### src/rtl/bram_arb_pkg.sv
// ---------------------------------------------------------------------------
// bram_arb_pkg
//   Shared types, constants and the arbitration helper for the two-requester
//   BRAM read-port arbiter (bram_read_arbiter).
//
//   Contents
//     req_id_t         1-bit requester identifier (0 or 1)
//     REQ0 / REQ1      named requester ids
//     BRAM_RD_LATENCY  read latency of the shared BRAM port, in cycles
//     NUM_REQ          number of requesters sharing the port
//     arb_pick()       picks the winner from an eligibility vector
// ---------------------------------------------------------------------------
package bram_arb_pkg;

  typedef logic req_id_t;

  localparam req_id_t REQ0 = 1'b0;
  localparam req_id_t REQ1 = 1'b1;

  localparam int BRAM_RD_LATENCY = 1;
  localparam int NUM_REQ         = 2;

  // Winner selection. A single eligible requester always wins; when both are
  // eligible the caller-supplied preference decides (round-robin passes the
  // loser of the previous grant, fixed priority passes REQ0). The result is
  // meaningless when nobody is eligible; callers qualify it with |elig.
  function automatic req_id_t arb_pick(input logic [NUM_REQ-1:0] elig,
                                       input req_id_t            prefer);
    req_id_t id;
    id = REQ0;
    unique case (elig)
      2'b01:   id = REQ0;
      2'b10:   id = REQ1;
      2'b11:   id = prefer;
      default: id = REQ0;
    endcase
    return id;
  endfunction

endpackage

### src/rtl/bram_read_arbiter_if.sv
// ---------------------------------------------------------------------------
// bram_read_arbiter_if
//   One requester's connection to the BRAM read arbiter: an address channel
//   (req_*) and a read-data response channel (rsp_*), both valid/ready.
//
//   Signals
//     req_addr   requester -> arbiter  word address
//     req_valid  requester -> arbiter  address valid
//     req_ready  arbiter -> requester  address accepted this cycle
//     rsp_data   arbiter -> requester  read data
//     rsp_valid  arbiter -> requester  read data valid
//     rsp_ready  requester -> arbiter  read data taken
//
//   Modports
//     master  the requesting block
//     slave   the arbiter
// ---------------------------------------------------------------------------
interface bram_read_arbiter_if #(
  parameter int DATA_WIDTH = 32,
  parameter int ADDR_WIDTH = 10
) ();

  logic [ADDR_WIDTH-1:0] req_addr;
  logic                  req_valid;
  logic                  req_ready;
  logic [DATA_WIDTH-1:0] rsp_data;
  logic                  rsp_valid;
  logic                  rsp_ready;

  modport master (
    output req_addr,
    output req_valid,
    input  req_ready,
    input  rsp_data,
    input  rsp_valid,
    output rsp_ready
  );

  modport slave (
    input  req_addr,
    input  req_valid,
    output req_ready,
    output rsp_data,
    output rsp_valid,
    input  rsp_ready
  );

endinterface

### src/rtl/bram_arb_rsp_slot.sv
// ---------------------------------------------------------------------------
// bram_arb_rsp_slot
//   Single-entry registered response holder for one requester. Captures BRAM
//   read data when load_i is high and presents it with rsp_valid_o until the
//   requester takes it with rsp_ready_i.
//
//   Ports
//     clk_i         clock, rising edge
//     rst_i         synchronous active-high reset (clears data and valid)
//     load_i        BRAM data for this requester arrives this cycle
//     load_data_i   BRAM read data
//     rsp_ready_i   requester takes the held response this cycle
//     rsp_data_o    held response data
//     rsp_valid_o   held response valid
//     free_o        slot can accept a load on the next edge
// ---------------------------------------------------------------------------
module bram_arb_rsp_slot #(
  parameter int DATA_WIDTH = 32
) (
  input  logic                  clk_i,
  input  logic                  rst_i,
  input  logic                  load_i,
  input  logic [DATA_WIDTH-1:0] load_data_i,
  input  logic                  rsp_ready_i,
  output logic [DATA_WIDTH-1:0] rsp_data_o,
  output logic                  rsp_valid_o,
  output logic                  free_o
);

  logic [DATA_WIDTH-1:0] data_q, data_d;
  logic                  valid_q, valid_d;

  // A load on the same edge as a handshake wins, so back-to-back responses
  // keep valid high without a bubble.
  always_comb begin
    data_d  = data_q;
    valid_d = valid_q;
    if (valid_q && rsp_ready_i) begin
      valid_d = 1'b0;
    end
    if (load_i) begin
      data_d  = load_data_i;
      valid_d = 1'b1;
    end
  end

  always_ff @(posedge clk_i) begin
    if (rst_i) begin
      data_q  <= '0;
      valid_q <= 1'b0;
    end else begin
      data_q  <= data_d;
      valid_q <= valid_d;
    end
  end

  assign rsp_data_o  = data_q;
  assign rsp_valid_o = valid_q;
  // Empty, or being emptied this cycle: data loaded next edge is safe.
  assign free_o      = !valid_q || rsp_ready_i;

endmodule

### src/rtl/bram_read_arbiter.sv
// ---------------------------------------------------------------------------
// bram_read_arbiter
//   Shares one BRAM read port (1-cycle read latency) between two requesters.
//   Each requester presents an address with valid/ready and receives the
//   read word through its own registered response slot. The grant is
//   combinational: in the grant cycle the winner sees req_ready, the BRAM
//   sees en and the winner's address, and one cycle later the returning
//   data is written into the winner's slot.
//
//   A requester is eligible only when it has no read in flight and its slot
//   is empty or being drained, so one stalled consumer never blocks the
//   other and each requester has at most one outstanding read.
//
//   Parameters
//     DATA_WIDTH  BRAM / response data width
//     ADDR_WIDTH  BRAM word address width
//
//   Ports
//     aclk               clock, rising edge
//     areset             synchronous active-high reset
//     req0_if, req1_if   requester connections (bram_read_arbiter_if.slave)
//     bram_porta_clk     forwarded aclk
//     bram_porta_rst     forwarded areset
//     bram_porta_en      read enable, high only in a grant cycle
//     bram_porta_addr    granted address (req0 address when idle)
//     bram_porta_rddata  BRAM read data, valid one cycle after en
//
//   Build option
//     BRAM_READ_ARBITER_FIXED_PRIO_EN
//       defined:   requester 0 wins every contention; no last-grant state
//       undefined: round-robin, requester 0 wins the first contention
// ---------------------------------------------------------------------------
module bram_read_arbiter
  import bram_arb_pkg::*;
#(
  parameter int DATA_WIDTH = 32,
  parameter int ADDR_WIDTH = 10
) (
  input  logic                   aclk,
  input  logic                   areset,
  bram_read_arbiter_if.slave     req0_if,
  bram_read_arbiter_if.slave     req1_if,
  output logic                   bram_porta_clk,
  output logic                   bram_porta_rst,
  output logic                   bram_porta_en,
  output logic [ADDR_WIDTH-1:0]  bram_porta_addr,
  input  logic [DATA_WIDTH-1:0]  bram_porta_rddata
);

  logic [NUM_REQ-1:0]    req_valid;
  logic [NUM_REQ-1:0]    req_ready;
  logic [NUM_REQ-1:0]    rsp_ready;
  logic [NUM_REQ-1:0]    rsp_valid;
  logic [NUM_REQ-1:0]    slot_empty;
  logic [NUM_REQ-1:0]    slot_free;
  logic [NUM_REQ-1:0]    slot_load;
  logic [NUM_REQ-1:0]    eligible;
  logic [ADDR_WIDTH-1:0] req_addr [NUM_REQ];
  logic [DATA_WIDTH-1:0] rsp_data [NUM_REQ];

  logic                  grant_vld;
  req_id_t               grant_id;
  req_id_t               prefer_id;

  // Read in flight: set in the grant cycle, the data lands on the next edge.
  logic                  pending_q, pending_d;
  req_id_t               pending_id_q, pending_id_d;

  // ---- requester interface unpacking --------------------------------------
  assign req_valid[0] = req0_if.req_valid;
  assign req_valid[1] = req1_if.req_valid;
  assign req_addr[0]  = req0_if.req_addr;
  assign req_addr[1]  = req1_if.req_addr;
  assign rsp_ready[0] = req0_if.rsp_ready;
  assign rsp_ready[1] = req1_if.rsp_ready;

  assign req0_if.req_ready = req_ready[0];
  assign req1_if.req_ready = req_ready[1];
  assign req0_if.rsp_data  = rsp_data[0];
  assign req1_if.rsp_data  = rsp_data[1];
  assign req0_if.rsp_valid = rsp_valid[0];
  assign req1_if.rsp_valid = rsp_valid[1];

  // ---- per-requester eligibility and response slots -----------------------
  for (genvar i = 0; i < NUM_REQ; i++) begin : g_req
    assign slot_load[i] = pending_q && (pending_id_q == req_id_t'(i));
    assign slot_free[i] = !slot_load[i] && slot_empty[i];
    // Reset blocks new grants so req_ready reads 0 while areset is high.
    assign eligible[i]  = !areset && req_valid[i] && slot_free[i];
    assign req_ready[i] = grant_vld && (grant_id == req_id_t'(i));

    bram_arb_rsp_slot #(
      .DATA_WIDTH (DATA_WIDTH)
    ) u_slot (
      .clk_i       (aclk),
      .rst_i       (areset),
      .load_i      (slot_load[i]),
      .load_data_i (bram_porta_rddata),
      .rsp_ready_i (rsp_ready[i]),
      .rsp_data_o  (rsp_data[i]),
      .rsp_valid_o (rsp_valid[i]),
      .free_o      (slot_empty[i])
    );
  end

  // ---- contention preference ----------------------------------------------
`ifdef BRAM_READ_ARBITER_FIXED_PRIO_EN
  assign prefer_id = REQ0;
`else
  // Reset value REQ1 makes requester 0 win the first contention.
  req_id_t last_grant_q, last_grant_d;

  always_comb begin
    last_grant_d = last_grant_q;
    if (grant_vld) begin
      last_grant_d = grant_id;
    end
  end

  always_ff @(posedge aclk) begin
    if (areset) begin
      last_grant_q <= REQ1;
    end else begin
      last_grant_q <= last_grant_d;
    end
  end

  assign prefer_id = ~last_grant_q;
`endif

  // ---- grant and BRAM port ------------------------------------------------
  assign grant_vld = |eligible;
  assign grant_id  = arb_pick(eligible, prefer_id);

  assign bram_porta_clk  = aclk;
  assign bram_porta_rst  = areset;
  assign bram_porta_en   = grant_vld;
  assign bram_porta_addr = (grant_vld && (grant_id == REQ1)) ? req_addr[1]
                                                             : req_addr[0];

  // ---- in-flight read tracking --------------------------------------------
  // With a one-cycle BRAM, pending simply mirrors the previous cycle's grant;
  // a new grant in the landing cycle keeps it set for the other requester.
  always_comb begin
    pending_d    = grant_vld;
    pending_id_d = pending_id_q;
    if (grant_vld) begin
      pending_id_d = grant_id;
    end
  end

  always_ff @(posedge aclk) begin
    if (areset) begin
      pending_q    <= 1'b0;
      pending_id_q <= REQ0;
    end else begin
      pending_q    <= pending_d;
      pending_id_q <= pending_id_d;
    end
  end

endmodule
### src/flat_wrapper.sv
// flat-port wrapper written by rule: the top's interface ports become plain ports
module bram_read_arbiter_flat import bram_arb_pkg::*;
#(
  parameter int DATA_WIDTH = 32,
  parameter int ADDR_WIDTH = 10
)
  (aclk, areset, bram_porta_clk, bram_porta_rst, bram_porta_en, bram_porta_addr, bram_porta_rddata, req0_if_req_addr, req0_if_req_valid, req0_if_req_ready, req0_if_rsp_data, req0_if_rsp_valid, req0_if_rsp_ready, req1_if_req_addr, req1_if_req_valid, req1_if_req_ready, req1_if_rsp_data, req1_if_rsp_valid, req1_if_rsp_ready);
  bram_read_arbiter_if #(.DATA_WIDTH(DATA_WIDTH), .ADDR_WIDTH(ADDR_WIDTH)) req0_if_i ();
  bram_read_arbiter_if #(.DATA_WIDTH(DATA_WIDTH), .ADDR_WIDTH(ADDR_WIDTH)) req1_if_i ();
  input  logic aclk;
  input  logic areset;
  output logic bram_porta_clk;
  output logic bram_porta_rst;
  output logic bram_porta_en;
  output logic [ADDR_WIDTH-1:0] bram_porta_addr;
  input  logic [DATA_WIDTH-1:0] bram_porta_rddata;
  input wire logic [$bits(req0_if_i.req_addr)-1:0] req0_if_req_addr;
  input wire logic [$bits(req0_if_i.req_valid)-1:0] req0_if_req_valid;
  output wire logic [$bits(req0_if_i.req_ready)-1:0] req0_if_req_ready;
  output wire logic [$bits(req0_if_i.rsp_data)-1:0] req0_if_rsp_data;
  output wire logic [$bits(req0_if_i.rsp_valid)-1:0] req0_if_rsp_valid;
  input wire logic [$bits(req0_if_i.rsp_ready)-1:0] req0_if_rsp_ready;
  input wire logic [$bits(req1_if_i.req_addr)-1:0] req1_if_req_addr;
  input wire logic [$bits(req1_if_i.req_valid)-1:0] req1_if_req_valid;
  output wire logic [$bits(req1_if_i.req_ready)-1:0] req1_if_req_ready;
  output wire logic [$bits(req1_if_i.rsp_data)-1:0] req1_if_rsp_data;
  output wire logic [$bits(req1_if_i.rsp_valid)-1:0] req1_if_rsp_valid;
  input wire logic [$bits(req1_if_i.rsp_ready)-1:0] req1_if_rsp_ready;
  assign req0_if_i.req_addr = req0_if_req_addr;
  assign req0_if_i.req_valid = req0_if_req_valid;
  assign req0_if_req_ready = req0_if_i.req_ready;
  assign req0_if_rsp_data = req0_if_i.rsp_data;
  assign req0_if_rsp_valid = req0_if_i.rsp_valid;
  assign req0_if_i.rsp_ready = req0_if_rsp_ready;
  assign req1_if_i.req_addr = req1_if_req_addr;
  assign req1_if_i.req_valid = req1_if_req_valid;
  assign req1_if_req_ready = req1_if_i.req_ready;
  assign req1_if_rsp_data = req1_if_i.rsp_data;
  assign req1_if_rsp_valid = req1_if_i.rsp_valid;
  assign req1_if_i.rsp_ready = req1_if_rsp_ready;
  bram_read_arbiter #(.DATA_WIDTH(DATA_WIDTH), .ADDR_WIDTH(ADDR_WIDTH)) u_core (.aclk(aclk), .areset(areset), .req0_if(req0_if_i), .req1_if(req1_if_i), .bram_porta_clk(bram_porta_clk), .bram_porta_rst(bram_porta_rst), .bram_porta_en(bram_porta_en), .bram_porta_addr(bram_porta_addr), .bram_porta_rddata(bram_porta_rddata));
endmodule
### config.mk
export PLATFORM = sky130hd
export DESIGN_NAME = bram_read_arbiter_flat
export DESIGN_NICKNAME = d
export VERILOG_FILES = /design/src/rtl/bram_arb_pkg.sv /design/src/rtl/bram_read_arbiter_if.sv /design/src/rtl/bram_arb_rsp_slot.sv /design/src/rtl/bram_read_arbiter.sv /design/src/flat_wrapper.sv
export SDC_FILE = /design/constraint.sdc
export NUM_CORES = 1
export LEC_CHECK = 0
export ABC_AREA = 1
export BUFFER_PORTS_ARGS = -buffer_cell sky130_fd_sc_hd__buf_4
export CORE_AREA = 8 8 87 89
export CTS_CLUSTER_DIAMETER = 60
export DETAILED_ROUTE_END_ITERATION = 16
export DIE_AREA = 0 0 95 97
export GPL_TIMING_DRIVEN = 0
export PLACE_DENSITY = 0.88
export SETUP_SLACK_MARGIN = 0.5
export SYNTH_ARGS = -nofsm -noshare
export SYNTH_HDL_FRONTEND = slang
export SYNTH_SLANG_ARGS = --single-unit
### constraint.sdc
create_clock -name aclk -period 2.55 [get_ports aclk]
set_input_delay 0.51 -clock aclk [delete_from_list [all_inputs] [get_ports aclk]]
set_output_delay 0.51 -clock aclk [all_outputs]
set_load 0.05 [all_outputs]
==> results.yml <==
floorplan:
  die_h_um: 97
  coreArea_um2: 6200
  start_util_pct: 43.3
  dieArea_um2: 9220
  ios: 139
  die-width_um: 95
  fp-row-count: 29
route:
  top_layer: "met4"
  drc: 0
  drt_iter0_drc: 125
  wl_met1_um: 3310
  wl_met3_um: 889
  routed_wl_um: 9120
  wl_per_cell_um: 15.5
  antenna_left: 0
  via_per_inst: 4.76
  via_count: 2810
  wl_met2_um: 4800
  first_pass_iters: 4
place:
  portBuffers: 138
  dp_hpwl_um: 6490
  place_congestion: 0.759
  dpl_worst_slack_ps: 485
global_routing:
  gr-total-overflow: 0
  grt_max_degree: 13
  grt_usage_pct: 19.1
  grt_pass1_wl_um: 14000
  grt_pass1_vias: 2932
  antenna_found_initial: 0
sta:
  rsz0062_at_grt: "true"
  max_slew_margin_pct: 71.2
  skew_ps: 6.81
  setup_ws_ps: 330
  slew_violations: 0
  setup_viol: 0
  worst_pin_slew_ps: 431
  hold_violations: 0
  fin_setup_tns_ps: 0
synth:
  netlist_instances: 346
  syn_nets: 404
  synth-seq-cells: 69
  synth_cell_types: 20
  syn_area_per_cell_um2: 7.77
  seq_area_frac_synth_pct: 51.4
  synth_area_um2: 2690
  ys_warn_count: 0
cells_and_area:
  fillerInstances: 496
  final_net_count: 566
  num_antenna_cells: 0
  final_cell_mix: "buf_4 (135), nor2_1 (129), dfxtp_1 (66)"
  final_common_cell: "buf_4"
  drive_gt1_share_pct: 44.8
  ff_latch_area_um2: 1390
  multi_input_area_um2: 1240
  area_growth_pct: 65.9
flow_run:
  drv_cap: 0
hold_path:
  min_path_type: "input port to flip-flop"
outcome:
  status: "finished clean"
critical_path:
  path_class: "clock port to primary output"
  crit_fanout: 2
  cp_data_arrival_time_ps: 1710
  end_kind: "primary output"
  crit_required_ps: 2040
  critical_path.startpoint_type: "clock port"
clocking:
  cts_tree: "yes"
  clkLatencyLatePin_ps: 440
  path_clk_slew_ps: 70
power:
  irDropWorstVdd_mv: 0.769
  p_per_area_nw_per_um2: 821
  p_leak_nw: 2.12
[final timing paths]
kind                                                startpoint                                            endpoint  slack (ps)  cells past startpoint
max                                                       aclk                                      bram_porta_clk         330                      4
min reg2reg  u_core.g_req[1].u_slot.rsp_data_o[8]$_SDFFE_PP0P_   u_core.g_req[1].u_slot.rsp_data_o[8]$_SDFFE_PP0P_         480                      2
max reg2reg                        u_core.pending_q$_SDFF_PP0_  u_core.g_req[1].u_slot.rsp_data_o[11]$_SDFFE_PP0P_        1230                      6
min                                                     areset     u_core.g_req[1].u_slot.rsp_valid_o$_SDFFE_PP0P_         280                      2
[cells in the mapped netlist]
| master | count | area, µm² |
|---|---|---|
| nor2_2 | 1 | 6.26 |
| inv_1 | 7 | 26.3 |
| buf_2 | 10 | 50.1 |
| nor2_8 | 1 | 20.0 |
| clkbuf_2 | 3 | 15.0 |
| clkbuf_1 | 3 | 11.3 |
| nand2_1 | 12 | 45.0 |
| o21ai_0 | 60 | 300 |
| nand4_4 | 1 | 21.3 |
| a21oi_1 | 2 | 10.0 |
| buf_4 | 6 | 45.0 |
| nor2_1 | 129 | 484 |
| o21ai_1 | 7 | 35.0 |
| nand3_1 | 11 | 55.1 |
| buf_6 | 1 | 11.3 |
| nand2_4 | 4 | 45.0 |
| dfxtp_1 | 69 | 1380 |
| inv_2 | 3 | 11.3 |
| nand2_2 | 15 | 93.8 |
| buf_12 | 1 | 20.0 |
[cell type report]
cell class	instances	area share [%]
plain buffers	24	3.73
flip-flops and latches	69	31.2
multi-input cells	243	27.7
clock inverters	5	1.32
inverters	10	1.18
clock buffers	15	4.72
well taps	77	2.16
repair buffers	147	28.0
[power breakdown]
part	total (W)	switching, W	leakage (nW)	internal (W)
sequential	0.00126	0.0000655	0.568	0.00119
combinational	0.00120	0.000784	1.42	0.000412
clock	0.00120	0.000511	0.137	0.000693
[per-layer routing]
| metal | vias up | track usage, % |
|---|---|---|
| met5 | - | 0 |
| li1 | 1423 | - |
| met4 | 0 | 9.38 |
| met1 | 1261 | 19.4 |
| met3 | 7 | 6.49 |
| met2 | 119 | 33.6 |
[critical path, cell delays in order]
cell,delay (ps)
buf_8,90
buf_8,100
buf_6,100
buf_8,140
[sequential cells by signal (all words and copies together), names as in the netlist]
| name | count |
|---|---|
| u_core.pending_id_q | 1 |
| u_core.g_req.u_slot.rsp_valid_o | 2 |
| u_core.g_req.u_slot.rsp_data_o | 64 |
| u_core.last_grant_q | 1 |
| u_core.pending_q | 1 |
[timing repair]
action / CTS / global route
buffers inserted: 6 / 2
hold buffers: 0 / 0
gates resized for setup: 51 / 24
setup endpoints to repair: 14 / 14
gates cloned: 1 / 1
pin swaps: 4 / 6
[cells by family (layout without fill, tap and decap cells)]
kind of cell           count (synthesis)  in the layout  synth area share [%]
buffers and inverters                 34            201                  7.08
AOI/OAI and AO/OA                     69             69                  12.8
DFF                                   69             69                  51.4
and+or+nand+nor                      174            174                  28.7
[stage by stage]
stage | power, W | hold slack [ps] | area [µm²] | instances | util [%]
floorplan | 0.00209 | 471 | 2700 | 346 | -
global placement | 0.00246 | 464 | 3830 | 561 | 61.7
detailed placement | 0.00248 | 473 | 3830 | 561 | 61.7
CTS | 0.00362 | 269 | 4330 | 587 | 69.8
global route | 0.00383 | 282 | 4460 | 590 | 71.8
finish | 0.00366 | 279 | 4460 | 590 | 71.8
(Power assumes the default switching activity.)
